==> config.mk <==
export PLATFORM = sky130hd
export DESIGN_NAME = module_deco_gray_nbits_disp_flat
export DESIGN_NICKNAME = d
export VERILOG_FILES = /design/src/rtl/module_deco_gray_nbits_disp_if.sv /design/src/rtl/module_deco_gray_nbits_disp.sv /design/src/flat_wrapper.sv
export SDC_FILE = /design/constraint.sdc
export NUM_CORES = 1
export LEC_CHECK = 0
export CAP_MARGIN = 30
export CORE_MARGIN = 1.5
export CORE_UTILIZATION = 56
export DETAILED_ROUTE_END_ITERATION = 8
export PLACE_DENSITY = 0.86
export SETUP_SLACK_MARGIN = 0.02
export SYNTH_ARGS = -nofsm -noshare
export SYNTH_HDL_FRONTEND = slang
export SYNTH_SLANG_ARGS = --single-unit
==> constraint.sdc <==
create_clock -name clk_pi -period 3.6 [get_ports clk_pi]
set_input_delay 0.72 -clock clk_pi [delete_from_list [all_inputs] [get_ports clk_pi]]
set_output_delay 0.72 -clock clk_pi [all_outputs]
set_load 0.03 [all_outputs]
==> src/rtl/module_deco_gray_nbits_disp_if.sv <==
// Switch/LED/display bundle of the Gray decoder display block.
// master: drives the switch inputs and observes LEDs and display (board/bench side).
// slave : consumes switches, drives anodes, cathodes, LEDs and the update pulse (decoder side).
interface module_deco_gray_nbits_disp_if #(
  parameter int WIDTH  = 8,
  parameter int DIGITS = 3
);
  logic [WIDTH-1:0]  codigo_gray_pi;     // Gray code from switches (asynchronous)
  logic              modo_hex_pi;        // 0 = decimal, 1 = hexadecimal (asynchronous)
  logic [DIGITS-1:0] anodo_po;           // active-low one-hot digit enable, bit 0 = LSD
  logic [6:0]        catodo_po;          // active-low segments {g,f,e,d,c,b,a}
  logic [WIDTH-1:0]  codigo_bin_led_po;  // binary value of the committed code
  logic              valido_po;          // one-cycle pulse on display update

  modport master (
    output codigo_gray_pi, modo_hex_pi,
    input  anodo_po, catodo_po, codigo_bin_led_po, valido_po
  );

  modport slave (
    input  codigo_gray_pi, modo_hex_pi,
    output anodo_po, catodo_po, codigo_bin_led_po, valido_po
  );
endinterface

==> src/rtl/module_deco_gray_nbits_disp.sv <==
// Gray-to-binary decoder with debounced switch input and a multiplexed 7-segment display.
// Latency: commit 2+2^STABLE_W cycles after a stable input; display update WIDTH+2 (dec) / 2 (hex) after commit.
// Backpressure: none; commits arriving while a conversion runs are held until the FSM is idle.
// Ports: clk_pi clock, rst_pi async active-low reset, io (slave modport) switches in, LEDs/display out.
module module_deco_gray_nbits_disp #(
  parameter int WIDTH      = 8,
  parameter int DIGITS     = 3,
  parameter int SCAN_DIV_W = 6,
  parameter int STABLE_W   = 5
) (
  input logic                          clk_pi,
  input logic                          rst_pi,
  module_deco_gray_nbits_disp_if.slave io
);

  function automatic int dec_digits(input int w);
    longint v;
    int     n;
    v = (longint'(1) << w) - 1;
    n = 1;
    while (v >= 10) begin
      v = v / 10;
      n++;
    end
    return n;
  endfunction

  localparam int IN_W   = WIDTH + 1;  // {mode, gray}
  localparam int BCD_W  = DIGITS * 4;
  localparam int DD_W   = BCD_W + WIDTH;
  localparam int STEP_W = $clog2(WIDTH + 1);
  localparam int IDX_W  = (DIGITS > 1) ? $clog2(DIGITS) : 1;

  generate
    if (WIDTH < 2 || WIDTH > 16) begin : g_bad_width
      $error("WIDTH must be within 2..16");
    end
    if (DIGITS < dec_digits(WIDTH) || DIGITS * 4 < WIDTH) begin : g_bad_digits
      $error("DIGITS too small for WIDTH");
    end
  endgenerate

  typedef enum logic [1:0] {IDLE, CONVERT, UPDATE} state_t;

  function automatic logic [WIDTH-1:0] gray2bin(input logic [WIDTH-1:0] g);
    logic [WIDTH-1:0] b;
    b[WIDTH-1] = g[WIDTH-1];
    for (int i = WIDTH - 2; i >= 0; i--) b[i] = b[i+1] ^ g[i];
    return b;
  endfunction

  // One double-dabble step: correct every BCD nibble >= 5, then shift left.
  function automatic logic [DD_W-1:0] dd_step(input logic [DD_W-1:0] x);
    logic [DD_W-1:0] y;
    y = x;
    for (int i = 0; i < DIGITS; i++)
      if (y[WIDTH+4*i +: 4] >= 4'd5) y[WIDTH+4*i +: 4] = y[WIDTH+4*i +: 4] + 4'd3;
    return y << 1;
  endfunction

  function automatic logic [6:0] seg7(input logic [3:0] d, input logic blank);
    logic [6:0] s;
    case (d)
      4'h0: s = 7'b1000000;  4'h1: s = 7'b1111001;
      4'h2: s = 7'b0100100;  4'h3: s = 7'b0110000;
      4'h4: s = 7'b0011001;  4'h5: s = 7'b0010010;
      4'h6: s = 7'b0000010;  4'h7: s = 7'b1111000;
      4'h8: s = 7'b0000000;  4'h9: s = 7'b0010000;
      4'hA: s = 7'b0001000;  4'hB: s = 7'b0000011;
      4'hC: s = 7'b1000110;  4'hD: s = 7'b0100001;
      4'hE: s = 7'b0000110;  default: s = 7'b0001110;
    endcase
    return blank ? 7'b1111111 : s;
  endfunction

  logic [IN_W-1:0]              sync1_q, sync2_q, cand_q, committed_q;
  logic [STABLE_W-1:0]          stab_cnt_q;
  logic [WIDTH-1:0]             bin_q;
  state_t                       state_q, state_d;
  logic [DD_W-1:0]              dd_q;
  logic [STEP_W-1:0]            step_q;
  logic [DIGITS-1:0][3:0]       digit_q, digit_d;
  logic [DIGITS-1:0]            blank_q, blank_d;
  logic [SCAN_DIV_W-1:0]        scan_cnt_q;
  logic [IDX_W-1:0]             idx_q;
  logic [DIGITS-1:0]            anodo_q;
  logic [6:0]                   catodo_q;
  logic                         valido_q;
  logic                         commit;
  logic [BCD_W-1:0]             hex_ext;

  assign commit  = (stab_cnt_q == '1) && (cand_q != committed_q) && (state_q == IDLE);
  assign hex_ext = BCD_W'(bin_q);

  // Next-state logic; the committed mode bit picks the decimal or hex path.
  always_comb begin
    state_d = state_q;
    case (state_q)
      IDLE:    if (commit) state_d = cand_q[WIDTH] ? UPDATE : CONVERT;
      CONVERT: if (step_q == STEP_W'(WIDTH - 1)) state_d = UPDATE;
      UPDATE:  state_d = IDLE;
      default: state_d = IDLE;
    endcase
  end

  // Digit values for the UPDATE load plus leading-zero blanking (digit 0 never blank).
  always_comb begin
    logic seen;
    digit_d = digit_q;
    blank_d = blank_q;
    seen    = 1'b0;
    for (int i = DIGITS - 1; i >= 0; i--) begin
      digit_d[i] = committed_q[WIDTH] ? hex_ext[4*i +: 4] : dd_q[WIDTH+4*i +: 4];
      seen       = seen | (digit_d[i] != 4'd0);
      blank_d[i] = (i != 0) && !seen;
    end
  end

  always_ff @(posedge clk_pi or negedge rst_pi) begin
    if (!rst_pi) begin
      sync1_q     <= '0;
      sync2_q     <= '0;
      cand_q      <= '0;
      committed_q <= '0;
      stab_cnt_q  <= '0;
      bin_q       <= '0;
      state_q     <= IDLE;
      dd_q        <= '0;
      step_q      <= '0;
      digit_q     <= '0;
      blank_q     <= ~DIGITS'(1);
      valido_q    <= 1'b0;
    end else begin
      sync1_q  <= {io.modo_hex_pi, io.codigo_gray_pi};
      sync2_q  <= sync1_q;
      state_q  <= state_d;
      valido_q <= (state_q == UPDATE);

      if (sync2_q != cand_q) begin
        cand_q     <= sync2_q;
        stab_cnt_q <= '0;
      end else if (stab_cnt_q != '1) begin
        stab_cnt_q <= stab_cnt_q + 1'b1;
      end

      // bin_q and the dabble register are both loaded straight from the
      // candidate so they are ready in the first cycle after the commit.
      if (commit) begin
        committed_q <= cand_q;
        bin_q       <= gray2bin(cand_q[WIDTH-1:0]);
        dd_q        <= {BCD_W'(0), gray2bin(cand_q[WIDTH-1:0])};
        step_q      <= '0;
      end else if (state_q == CONVERT) begin
        dd_q   <= dd_step(dd_q);
        step_q <= step_q + 1'b1;
      end

      if (state_q == UPDATE) begin
        digit_q <= digit_d;
        blank_q <= blank_d;
      end
    end
  end

  // Scan: anode and cathode are registered together from the same index.
  always_ff @(posedge clk_pi or negedge rst_pi) begin
    if (!rst_pi) begin
      scan_cnt_q <= '0;
      idx_q      <= '0;
      anodo_q    <= ~DIGITS'(1);
      catodo_q   <= 7'b1000000;
    end else begin
      scan_cnt_q <= scan_cnt_q + 1'b1;
      if (scan_cnt_q == '1)
        idx_q <= (idx_q == IDX_W'(DIGITS - 1)) ? '0 : idx_q + 1'b1;
      anodo_q  <= ~(DIGITS'(1) << idx_q);
      catodo_q <= seg7(digit_q[idx_q], blank_q[idx_q]);
    end
  end

  assign io.anodo_po          = anodo_q;
  assign io.catodo_po         = catodo_q;
  assign io.codigo_bin_led_po = bin_q;
  assign io.valido_po         = valido_q;

endmodule
==> src/flat_wrapper.sv <==
// flat-port wrapper written by rule: the top's interface ports become plain ports
module module_deco_gray_nbits_disp_flat 
#(
  parameter int WIDTH      = 8,
  parameter int DIGITS     = 3,
  parameter int SCAN_DIV_W = 6,
  parameter int STABLE_W   = 5
)
  (clk_pi, rst_pi, io_codigo_gray_pi, io_modo_hex_pi, io_anodo_po, io_catodo_po, io_codigo_bin_led_po, io_valido_po);
  module_deco_gray_nbits_disp_if #(.WIDTH(WIDTH), .DIGITS(DIGITS)) io_i ();
  input logic clk_pi;
  input logic rst_pi;
  input wire logic [$bits(io_i.codigo_gray_pi)-1:0] io_codigo_gray_pi;
  input wire logic [$bits(io_i.modo_hex_pi)-1:0] io_modo_hex_pi;
  output wire logic [$bits(io_i.anodo_po)-1:0] io_anodo_po;
  output wire logic [$bits(io_i.catodo_po)-1:0] io_catodo_po;
  output wire logic [$bits(io_i.codigo_bin_led_po)-1:0] io_codigo_bin_led_po;
  output wire logic [$bits(io_i.valido_po)-1:0] io_valido_po;
  assign io_i.codigo_gray_pi = io_codigo_gray_pi;
  assign io_i.modo_hex_pi = io_modo_hex_pi;
  assign io_anodo_po = io_i.anodo_po;
  assign io_catodo_po = io_i.catodo_po;
  assign io_codigo_bin_led_po = io_i.codigo_bin_led_po;
  assign io_valido_po = io_i.valido_po;
  module_deco_gray_nbits_disp #(.WIDTH(WIDTH), .DIGITS(DIGITS), .SCAN_DIV_W(SCAN_DIV_W), .STABLE_W(STABLE_W)) u_core (.clk_pi(clk_pi), .rst_pi(rst_pi), .io(io_i));
endmodule
==> flow_summary.json <==
{
  "switching_share": 0.2541,
  "drv_slew": 0,
  "drtIter0Drc": 158,
  "cts_tree": "done",
  "dr.pass1.iters": 4,
  "critPathKind": "reg2reg",
  "fp.dieW_um": 95.44,
  "grt_use_total": 0.2059,
  "ys_dominant_reg_cell": "dfrtp_1",
  "rsz0062_at_grt": "false",
  "internal_power_mw": 1.541,
  "cts-resized-gates": 0,
  "rr_endpoint": "u_core.committed_q[2]",
  "ys_warn_count": 0,
  "syn-instance-count": 411,
  "synthAdderAreaFrac": 0.04184,
  "cts_made_buffers": 9,
  "start_util": 0.5794,
  "netlist_area_um2": 4785,
  "area_delta_synth_final_pct": 10.98,
  "drive_gt1_frac": 0.1023,
  "ys_types": 50,
  "die_area_um2": 9108,
  "ios": 30,
  "min_path_type": "in2async",
  "synthMuxAreaShare": 0.06538,
  "tns_ns": 0,
  "synth_top_family_by_area": "compound AO/OA/AOI/OAI gates",
  "io_buffers": 29,
  "fmax_mhz": 376.0,
  "nNetsFinal": 452,
  "rows": 33,
  "place_congestion": 0.8226,
  "period_share": 0.7387,
  "dp_slack_ns": 0.9530,
  "cp_max_fo": 18,
  "grt_max_degree": 52,
  "fin_cells": 535,
  "synth-edff-count": 0,
  "dieHeight_um": 95.44,
  "clkSlewWorstSetupHoldPaths_ns": 0.12,
  "synth_compound_area_frac": 0.1098,
  "p_clk_frac": 0.365,
  "wire_per_inst_um": 15.77,
  "grt_pass1_wl_um": 14260,
  "antenna_found_initial": 0,
  "worst-endpoint-arrival_ns": 2.94,
  "wl_um": 8439,
  "cellPowerDensity_nw_per_um2": 388.9,
  "rrSetupSlack_ns": 0.94,
  "outcome": "finished clean",
  "grt_pass1_vias": 2985,
  "tightest_slew_ns": 0.8629,
  "clkLatencyLatePin_ns": 0.38,
  "skew_ns": 0.01885,
  "yosys.area_share.simple": 0.1004,
  "pwr-share-seq": 0.597,
  "synthesis.nets": 438,
  "ir_drop_mv": 0.2844,
  "synth-xor-area-share": 0.08081,
  "async_flop_share": 1.000,
  "leakagePower_nw": 2.468,
  "reg2reg_depth": 7,
  "drv_cap": 0,
  "start_kind": "flip-flop",
  "p_switching_uw": 524.8,
  "h-tree-depth": 3,
  "hold_viol_final": 0,
  "ant_nets": 0,
  "cts_root_buffer": "clkbuf_8",
  "syn_avg_cell_area_um2": 11.64,
  "overflow": 0,
  "vias": 3043,
  "post_cts_buffers": 0,
  "crit_path_end_kind": "flip-flop",
  "coreArea_um2": 8258,
  "r2r_start": "u_core.stab_cnt_q[0]",
  "setup_ws_ns": 0.9407,
  "diodes": 0,
  "cts_sinks": 107,
  "yosysSeqAreaShare": 0.5609,
  "cts_hold_buf": 0,
  "cts_buffer_depth": 2,
  "crit_required_ns": 3.88,
  "total_power_mw": 2.065,
  "synth_seq_cells": 107,
  "max-slew-margin-rel": 0.4247,
  "combinationalPowerShare": 0.039,
  "fin_util": 0.6430,
  "min_period_ns": 2.659,
  "setup_viol": 0,
  "vias_per_cell": 5.688,
  "dpl.cell_count": 519,
  "drc": 0,
  "dp_hpwl_um": 6010
}
## cell families (layout without fill, tap and decap cells)
| logic type | Yosys count | in the layout |
|---|---|---|
| buf+inv | 46 | 65 |
| compound gates | 77 | 77 |
| fa+ha+maj | 16 | 16 |
| xor+xnor | 39 | 39 |
| flops | 107 | 107 |
| mux | 30 | 30 |
| simple gates | 96 | 96 |
## worst max-delay path by stage
| stage | start | end | slack (ns) |
|---|---|---|---|
| floorplan | u_core.stab_cnt_q[0] | u_core.committed_q[0] | 1.53 |
| global placement | u_core.stab_cnt_q[0] | u_core.committed_q[5] | 1.07 |
| detailed placement | u_core.stab_cnt_q[0] | u_core.committed_q[2] | 0.95 |
| CTS | u_core.stab_cnt_q[0] | u_core.committed_q[2] | 0.95 |
| global route | u_core.stab_cnt_q[0] | u_core.committed_q[5] | 0.78 |
| finish | u_core.stab_cnt_q[0] | u_core.committed_q[2] | 0.94 |
## placed cells by master (no fill, tap or decap), types with 8 or more instances in the layout
cell type	Yosys	routed
dfrtp_1	102	102
clkbuf_8	0	9
a21oi_1	10	10
ha_1	16	16
xnor2_1	12	12
mux2_2	10	10
o22ai_1	10	10
xor2_1	24	24
mux2i_1	20	20
nor2_1	16	16
a21o_1	9	9
inv_1	15	15
nand2_1	36	36
clkdlybuf4s50_1	0	28
nand2b_1	8	8
o21ai_0	22	22
## power by group through the flow
| stage | Clock, mW | Combinational [mW] | Sequential, mW |
|---|---|---|---|
| global placement | 0 | 0.0794 | 1.25 |
| detailed placement | 0 | 0.0817 | 1.26 |
| floorplan | 0 | 0.0489 | 1.25 |
| CTS | 0.770 | 0.0824 | 1.23 |
| finish | 0.753 | 0.0799 | 1.23 |
| global route | 0.817 | 0.0900 | 1.23 |
## flip-flops by register name, summed over array words and instances (netlist names)
name and flops:
u_core.state_q 2, u_core.io.anodo_po 3, u_core.io.valido_po 1, u_core.dd_q 20, u_core.idx_q 2, u_core.sync1_q 9
u_core.io.codigo_bin_led_po 7, u_core.blank_q 2, u_core.cand_q 9, u_core.step_q 4, u_core.io.catodo_po 7, u_core.digit_q 12
u_core.scan_cnt_q 6, u_core.stab_cnt_q 5, u_core.committed_q 9, u_core.sync2_q 9
## routing by layer
| metal | track usage | wire length [um] | vias to the layer above | share of wire |
|---|---|---|---|---|
| met4 | 0.07353 | 105 | 0 | 0.012 |
| met3 | 0.03668 | 287 | 12 | 0.034 |
| met5 | 0 | 0 | - | 0 |
| li1 | - | - | 1446 | - |
| met1 | 0.2472 | 3651 | 1513 | 0.43 |
| met2 | 0.3694 | 4395 | 72 | 0.52 |
## synthesized netlist by cell type, types with 9 or more instances
library cell  instances  area, um2
o21ai_0              22      110.1
ha_1                 16      200.2
nand2_1              36      135.1
a21oi_1              10      50.05
mux2_2               10      112.6
inv_1                15      56.30
xnor2_1              12      105.1
nor2_1               16      60.06
xor2_1               24      210.2
mux2i_1              20      200.2
clkbuf_1             19      71.32
a21o_1                9      67.56
dfrtp_1             102       2552
o22ai_1              10      62.56
## cell type report
cell class / count / area (um2)
Fill cell: 614 / 2948
Clock inverter: 7 / 83.83
Tap cell: 105 / 131.4
Sequential cell: 107 / 2684
Multi-Input combinational cell: 258 / 1906
Timing Repair Buffer: 34 / 325.3
Inverter: 15 / 56.30
Clock buffer: 9 / 123.9
## worst max-delay path, cell delays in order (launching register included)
cell	delay, ns
dfrtp_1	0.39
ha_1	0.16
and3_1	0.16
ha_1	0.31
nand2_1	0.15
a31oi_2	0.67
buf_4	0.36
mux2_2	0.36
## per-stage QoR
stage | hold WS, ns | area (um2)
3_5_place_dp | 0.3365 | 5102
2_1_floorplan | 0.3312 | 4785
4_1_cts | 0.3652 | 5310
3_3_place_gp | 0.3315 | 5102
5_1_grt | 0.3709 | 5310
6_report | 0.3564 | 5310
(Power assumes the default switching activity.)
